<file path="src/rtl/fdc_pkg.sv">
// Shared types, default parameters and the saturating increment used by fdc_meter.
package fdc_pkg;

  typedef enum logic [1:0] {
    IDLE  = 2'd0,
    ARM   = 2'd1,
    COUNT = 2'd2,
    DONE  = 2'd3
  } fdc_state_e;

  localparam int NCH_DEF         = 2;
  localparam int CNT_W_DEF       = 16;
  localparam int GATE_W_DEF      = 8;
  localparam int SYNC_STAGES_DEF = 2;

  // Working width of sat_inc; counters up to this width are supported.
  localparam int SAT_W = 64;

  // Increment that sticks at max_val. Callers can detect saturation by
  // comparing the returned value with the input.
  function automatic logic [SAT_W-1:0] sat_inc(input logic [SAT_W-1:0] cnt,
                                               input logic [SAT_W-1:0] max_val);
    if (cnt >= max_val) begin
      return max_val;
    end
    return cnt + SAT_W'(1);
  endfunction

endpackage

</file>
<file path="src/rtl/fdc_sync_edge.sv">
// Multi-flop synchroniser for one asynchronous pin plus a rising-edge detector.
module fdc_sync_edge
  import fdc_pkg::*;
#(
  parameter int SYNC_STAGES = SYNC_STAGES_DEF
) (
  input  logic clk,
  input  logic rst_n,
  input  logic din,
  output logic rise
);

  logic [SYNC_STAGES-1:0] sync_q;
  logic                   last_q;

  // Shift the pin through the synchroniser and keep the previous synced level.
  always_ff @(posedge clk) begin
    if (!rst_n) begin
      sync_q <= '0;
      last_q <= 1'b0;
    end else begin
      sync_q <= {sync_q[SYNC_STAGES-2:0], din};
      last_q <= sync_q[SYNC_STAGES-1];
    end
  end

  // One-clk pulse on the first cycle the synced level is seen high.
  assign rise = sync_q[SYNC_STAGES-1] & ~last_q;

endmodule

</file>
<file path="src/rtl/fdc_meter.sv">
// Frequency-to-digital converter: counts rising edges of one selected VCO
// input over a programmable number of reference periods and publishes a
// saturating count with a valid strobe. Single-shot or back-to-back windows.
module fdc_meter
  import fdc_pkg::*;
#(
  parameter  int NCH         = NCH_DEF,
  parameter  int CNT_W       = CNT_W_DEF,
  parameter  int GATE_W      = GATE_W_DEF,
  parameter  int SYNC_STAGES = SYNC_STAGES_DEF,
  localparam int SEL_W       = (NCH > 1) ? $clog2(NCH) : 1
) (
  input  logic              clk,
  input  logic              rst_n,
  input  logic [NCH-1:0]    vco_in,
  input  logic              ref_in,
  input  logic [SEL_W-1:0]  ch_sel,
  input  logic [GATE_W-1:0] gate_len,
  input  logic              cont,
  input  logic              start,
  input  logic              abort,
  output logic              busy,
  output logic [CNT_W-1:0]  result,
  output logic              result_valid,
  output logic              overflow
);

  localparam logic [CNT_W-1:0] CNT_MAX = '1;

  fdc_state_e        state, state_nxt;
  logic              load_sh;
  logic [SEL_W-1:0]  ch_sh;
  logic [GATE_W-1:0] gate_sh;
  logic              cont_sh;
  logic [CNT_W-1:0]  cnt, cnt_nxt;
  logic              sat_flag, sat_nxt;
  logic [GATE_W-1:0] remaining;
  logic [NCH-1:0]    vco_rise;
  logic              ref_rise;
  logic              vco_hit;
  logic              close_win;
  logic [SAT_W-1:0]  cnt_sat;

  // ---- input sampling: asynchronous pins into the clk domain ----
  for (genvar g = 0; g < NCH; g++) begin : g_vco_sync
    fdc_sync_edge #(.SYNC_STAGES(SYNC_STAGES)) u_sync (
      .clk  (clk),
      .rst_n(rst_n),
      .din  (vco_in[g]),
      .rise (vco_rise[g])
    );
  end

  fdc_sync_edge #(.SYNC_STAGES(SYNC_STAGES)) u_ref_sync (
    .clk  (clk),
    .rst_n(rst_n),
    .din  (ref_in),
    .rise (ref_rise)
  );

  // ---- control: window state machine ----
  assign vco_hit   = vco_rise[ch_sh];
  assign close_win = ref_rise && (remaining == GATE_W'(1));

  // State register; reset and abort both land in IDLE.
  always_ff @(posedge clk) begin
    if (!rst_n) begin
      state <= IDLE;
    end else begin
      state <= state_nxt;
    end
  end

  // Next-state decode; abort overrides every transition.
  always_comb begin
    state_nxt = state;
    case (state)
      IDLE:    if (start) state_nxt = ARM;
      ARM:     if (ref_rise) state_nxt = COUNT;
      COUNT:   if (close_win) state_nxt = DONE;
      DONE:    state_nxt = cont_sh ? COUNT : IDLE;
      default: state_nxt = IDLE;
    endcase
    if (abort) begin
      state_nxt = IDLE;
    end
  end

  assign load_sh      = (state == IDLE) && (state_nxt == ARM);
  assign busy         = (state != IDLE);
  assign result_valid = (state == DONE);

  // ---- count datapath: saturating edge counter ----
  assign cnt_sat = sat_inc(SAT_W'(cnt), SAT_W'(CNT_MAX));

  // Count the selected edge; an unchanged increment means the counter is pinned.
  always_comb begin
    cnt_nxt = cnt;
    sat_nxt = sat_flag;
    if (vco_hit) begin
      cnt_nxt = cnt_sat[CNT_W-1:0];
      sat_nxt = sat_flag | (cnt_sat == SAT_W'(cnt));
    end
  end

  // Shadow capture at start, window counter and gate countdown.
  always_ff @(posedge clk) begin
    if (load_sh) begin
      ch_sh   <= (int'(ch_sel) < NCH) ? ch_sel : '0;
      gate_sh <= (gate_len == '0) ? GATE_W'(1) : gate_len;
      cont_sh <= cont;
    end
    case (state)
      ARM: begin
        if (ref_rise) begin
          cnt       <= '0;
          sat_flag  <= 1'b0;
          remaining <= gate_sh;
        end
      end
      COUNT: begin
        cnt      <= cnt_nxt;
        sat_flag <= sat_nxt;
        if (ref_rise) begin
          remaining <= remaining - GATE_W'(1);
        end
      end
      DONE: begin
        // The closing ref edge already opened the next window; an edge seen
        // now is its first count.
        cnt       <= CNT_W'(vco_hit);
        sat_flag  <= 1'b0;
        remaining <= gate_sh;
      end
      default: ;
    endcase
  end

  // ---- publish: result and overflow captured as the window closes ----
  // Loaded on the COUNT->DONE step so the closing-cycle edge is included.
  always_ff @(posedge clk) begin
    if (!rst_n) begin
      result   <= '0;
      overflow <= 1'b0;
    end else if ((state == COUNT) && (state_nxt == DONE)) begin
      result   <= cnt_nxt;
      overflow <= sat_nxt;
    end
  end

endmodule

</file>
<file path="config.mk">
export PLATFORM = sky130hd
export DESIGN_NAME = fdc_meter
export DESIGN_NICKNAME = d
export VERILOG_FILES = /design/src/rtl/fdc_pkg.sv /design/src/rtl/fdc_sync_edge.sv /design/src/rtl/fdc_meter.sv
export SDC_FILE = /design/constraint.sdc
export NUM_CORES = 1
export LEC_CHECK = 0
export ABC_AREA = 1
export BUFFER_PORTS_ARGS = -buffer_cell sky130_fd_sc_hd__buf_2
export CAP_MARGIN = 0
export CORE_MARGIN = 3
export CORE_UTILIZATION = 50
export CTS_CLUSTER_DIAMETER = 120
export DETAILED_ROUTE_END_ITERATION = 12
export PLACE_DENSITY_LB_ADDON = 0.05
export REMOVE_ABC_BUFFERS = 1
export SYNTH_ARGS = -nofsm -noshare
export SYNTH_HDL_FRONTEND = slang
export SYNTH_SLANG_ARGS = --single-unit
</file>
<file path="constraint.sdc">
create_clock -name clk -period 5.4 [get_ports clk]
set_clock_uncertainty 0.05 [all_clocks]
set_input_delay 0.54 -clock clk [delete_from_list [all_inputs] [get_ports clk]]
set_output_delay 0.54 -clock clk [all_outputs]
set_load 0.02 [all_outputs]
</file>
==> impl_metrics.tcl <==
set metrics [dict create \
    syn_inst 413 \
    min_period_over_period_pct 39.10 \
    status "finished clean" \
    grt_pass1_vias 2341 \
    final_antenna_net_count 0 \
    cts_tree "yes" \
    worstMarginPinSlew_ps 1017 \
    yosysSeqAreaShare_pct 50.85 \
    worstHoldPathCells 1 \
    die-area_um2 7330 \
    row_count 28 \
    cp.depth 7 \
    core_um2 6026 \
    ir_drop_mv 0.1525 \
    synth.area.top_cells "edfxtp_1 33%, dfxtp_1 18%, nand2_1 14%" \
    setup_viol 0 \
    final_layout_size_suffix_gt1_share_pct 14.51 \
    yosysMostFrequentCell "nand2_1" \
    synth_common_cells "115 x nand2_1, 65 x inv_1, 63 x nor2_1" \
    clockBufferDepth 2 \
    initial_core_util_pct 52.60 \
    cp_common_cell "nand2_1" \
    syn_area_um2 3169 \
    wirelength_um 5946 \
    n_antenna_cell 0 \
    cp_cell_sequence "inv_2 -> o21ai_2 -> nand2_2 -> nand3_4 -> nand2_1 -> nand2_1 -> nor2_1" \
    clkSlewWorstSetupHoldPaths_ps 70 \
    yosysUniqueCellTypes 33 \
    cp_top_family "compound AO/OA/AOI/OAI gates" \
    cts_setup_buffers 0 \
    dr_total_vias 2506 \
    end_kind "flip-flop" \
    drt_iter0_markers 121 \
    grt_start_max_net_pins 29 \
    final-hold-violation-count 0 \
    synth_top_area_share_pct 33.16 \
    synth_top_area_cell "edfxtp_1" \
    crit_buf_inv 1 \
    clk_latency_ps 330 \
    clock_sinks 63 \
    crit_type "reg2reg" \
    vias_per_cell 4.792 \
    cts_buffers 9 \
    synthArstFlopShare_pct 0 \
    crit_fanout 28 \
    slew_headroom_pct 32.16 \
    synth_ff_type "edfxtp_1" \
    synth_edf_count 35 \
    globalplace.congestion 0.8244 \
    cap_violations 0 \
    track_usage_pct 18.01 \
    finalPower_uw 943.8 \
    power_density_nw_per_um2 266.0 \
    nNetsFinal 463 \
    drt-pass1-iter-count 4 \
    post_cts_resized 0 \
    port_buffers 35 \
    worstSetupStartpointType "flip-flop" \
    yosysWarnings 0 \
    hold_class "in2reg" \
    drc 0 \
    crit_required_ps 5580 \
    syn_avg_cell_area_um2 7.674 \
    ff2ff_path_depth 7 \
    cp_slowest_cell "o21ai_2" \
    die_w_um 85.62 \
    setup_tns_ps 0 \
    p_leak_nw 1.771 \
    ctsHoldBuffers 0 \
    grt_overflow 0 \
    wl_per_cell_um 11.37 \
    io_pins 36 \
    antenna_found_initial 0 \
    fp.dieH_um 85.62 \
    cts_htree_levels 3 \
    area_growth_pct 11.96 \
    cts_root_buffer "clkbuf_8" \
    drv_slew 0 \
    cp_data_arrival_time_ps 2290 \
    place_hpwl_um 4161 \
    slowest_delay_ps 790 \
    rsz0062_at_grt "false" \
    fin_crit_ps 2112 \
    synth_seq_cells 63 \
    max_freq_mhz 473.6 \
    grt_pass1_wl_um 10360 \
]
==> flip-flops by register name (all words and copies together), names as in the netlist <==
name / flops
u_ref_sync.sync_q: 2
state: 2
ch_sh: 1
gate_sh: 8
remaining: 8
cnt: 16
result: 16
cont_sh: 1
g_vco_sync.u_sync.sync_q: 4
sat_flag: 1
u_ref_sync.last_q: 1
overflow: 1
g_vco_sync.u_sync.last_q: 2
==> power by group <==
group / internal (mW) / leakage (nW) / switching, mW
Combinational: 0.0128 / 1.13 / 0.0247
Clock: 0.207 / 0.0961 / 0.180
Sequential: 0.515 / 0.547 / 0.00459
==> path summary, 6_finish.rpt <==
path	slack [ps]	from	end
max	3290	state[0]$_SDFF_PN0_	overflow$_SDFFE_PN0P_
max reg2reg	3290	state[0]$_SDFF_PN0_	overflow$_SDFFE_PN0P_
min reg2reg	360	u_ref_sync.sync_q[0]$_SDFF_PN0_	u_ref_sync.sync_q[1]$_SDFF_PN0_
min	330	ch_sel	ch_sh$_DFFE_PP_
==> cells in the final DEF (no fill, tap or decap), types with 6 or more instances in the layout <==
master | Yosys | layout
nand2_1 | 115 | 115
buf_2 | 3 | 35
xor2_1 | 6 | 6
edfxtp_1 | 35 | 35
dfxtp_1 | 28 | 28
nand3_1 | 25 | 25
o21ai_0 | 14 | 13
inv_1 | 65 | 65
a21oi_1 | 7 | 7
nor2_1 | 63 | 63
clkbuf_8 | 0 | 10
==> cell type report <==
| class | count | area [µm²] |
|---|---|---|
| inverter | 70 | 262.8 |
| clock buffer | 14 | 173.9 |
| timing repair buffer | 35 | 175.2 |
| sequential | 63 | 1612 |
| tap | 75 | 93.84 |
| fill | 593 | 2477 |
| clock inverter | 2 | 11.26 |
| multi-input combinational | 264 | 1220 |
==> per-stage QoR <==
step	area (µm²)	worst slack [ps]	hold WS [ps]	instances	util [%]
6_report	3548	3288	329.5	523	58.89
5_1_grt	3548	2972	315.1	523	58.89
4_1_cts	3548	3260	316.6	523	58.89
3_5_place_dp	3363	3291	350.6	507	55.81
3_3_place_gp	3363	3330	341.5	507	55.81
2_1_floorplan	3094	3670	340.0	397	-
==> metal layers <==
metal	wire length [µm]	global-route usage [%]
met4	79	6.475
met1	2711	22.72
met5	0	0
met2	2847	29.73
met3	307	4.899
==> cell families after synthesis <==
kind of cell	Yosys count	share of synthesized area [%]
adders and majority gates	3	1.184
and+or+nand+nor	225	30.36
AOI/OAI and AO/OA	30	5.290
DFF	63	50.85
buffers and inverters	86	10.66
xor gates and xnor gates	6	1.658
No activity file was read; power rests on OpenSTA's default activity.
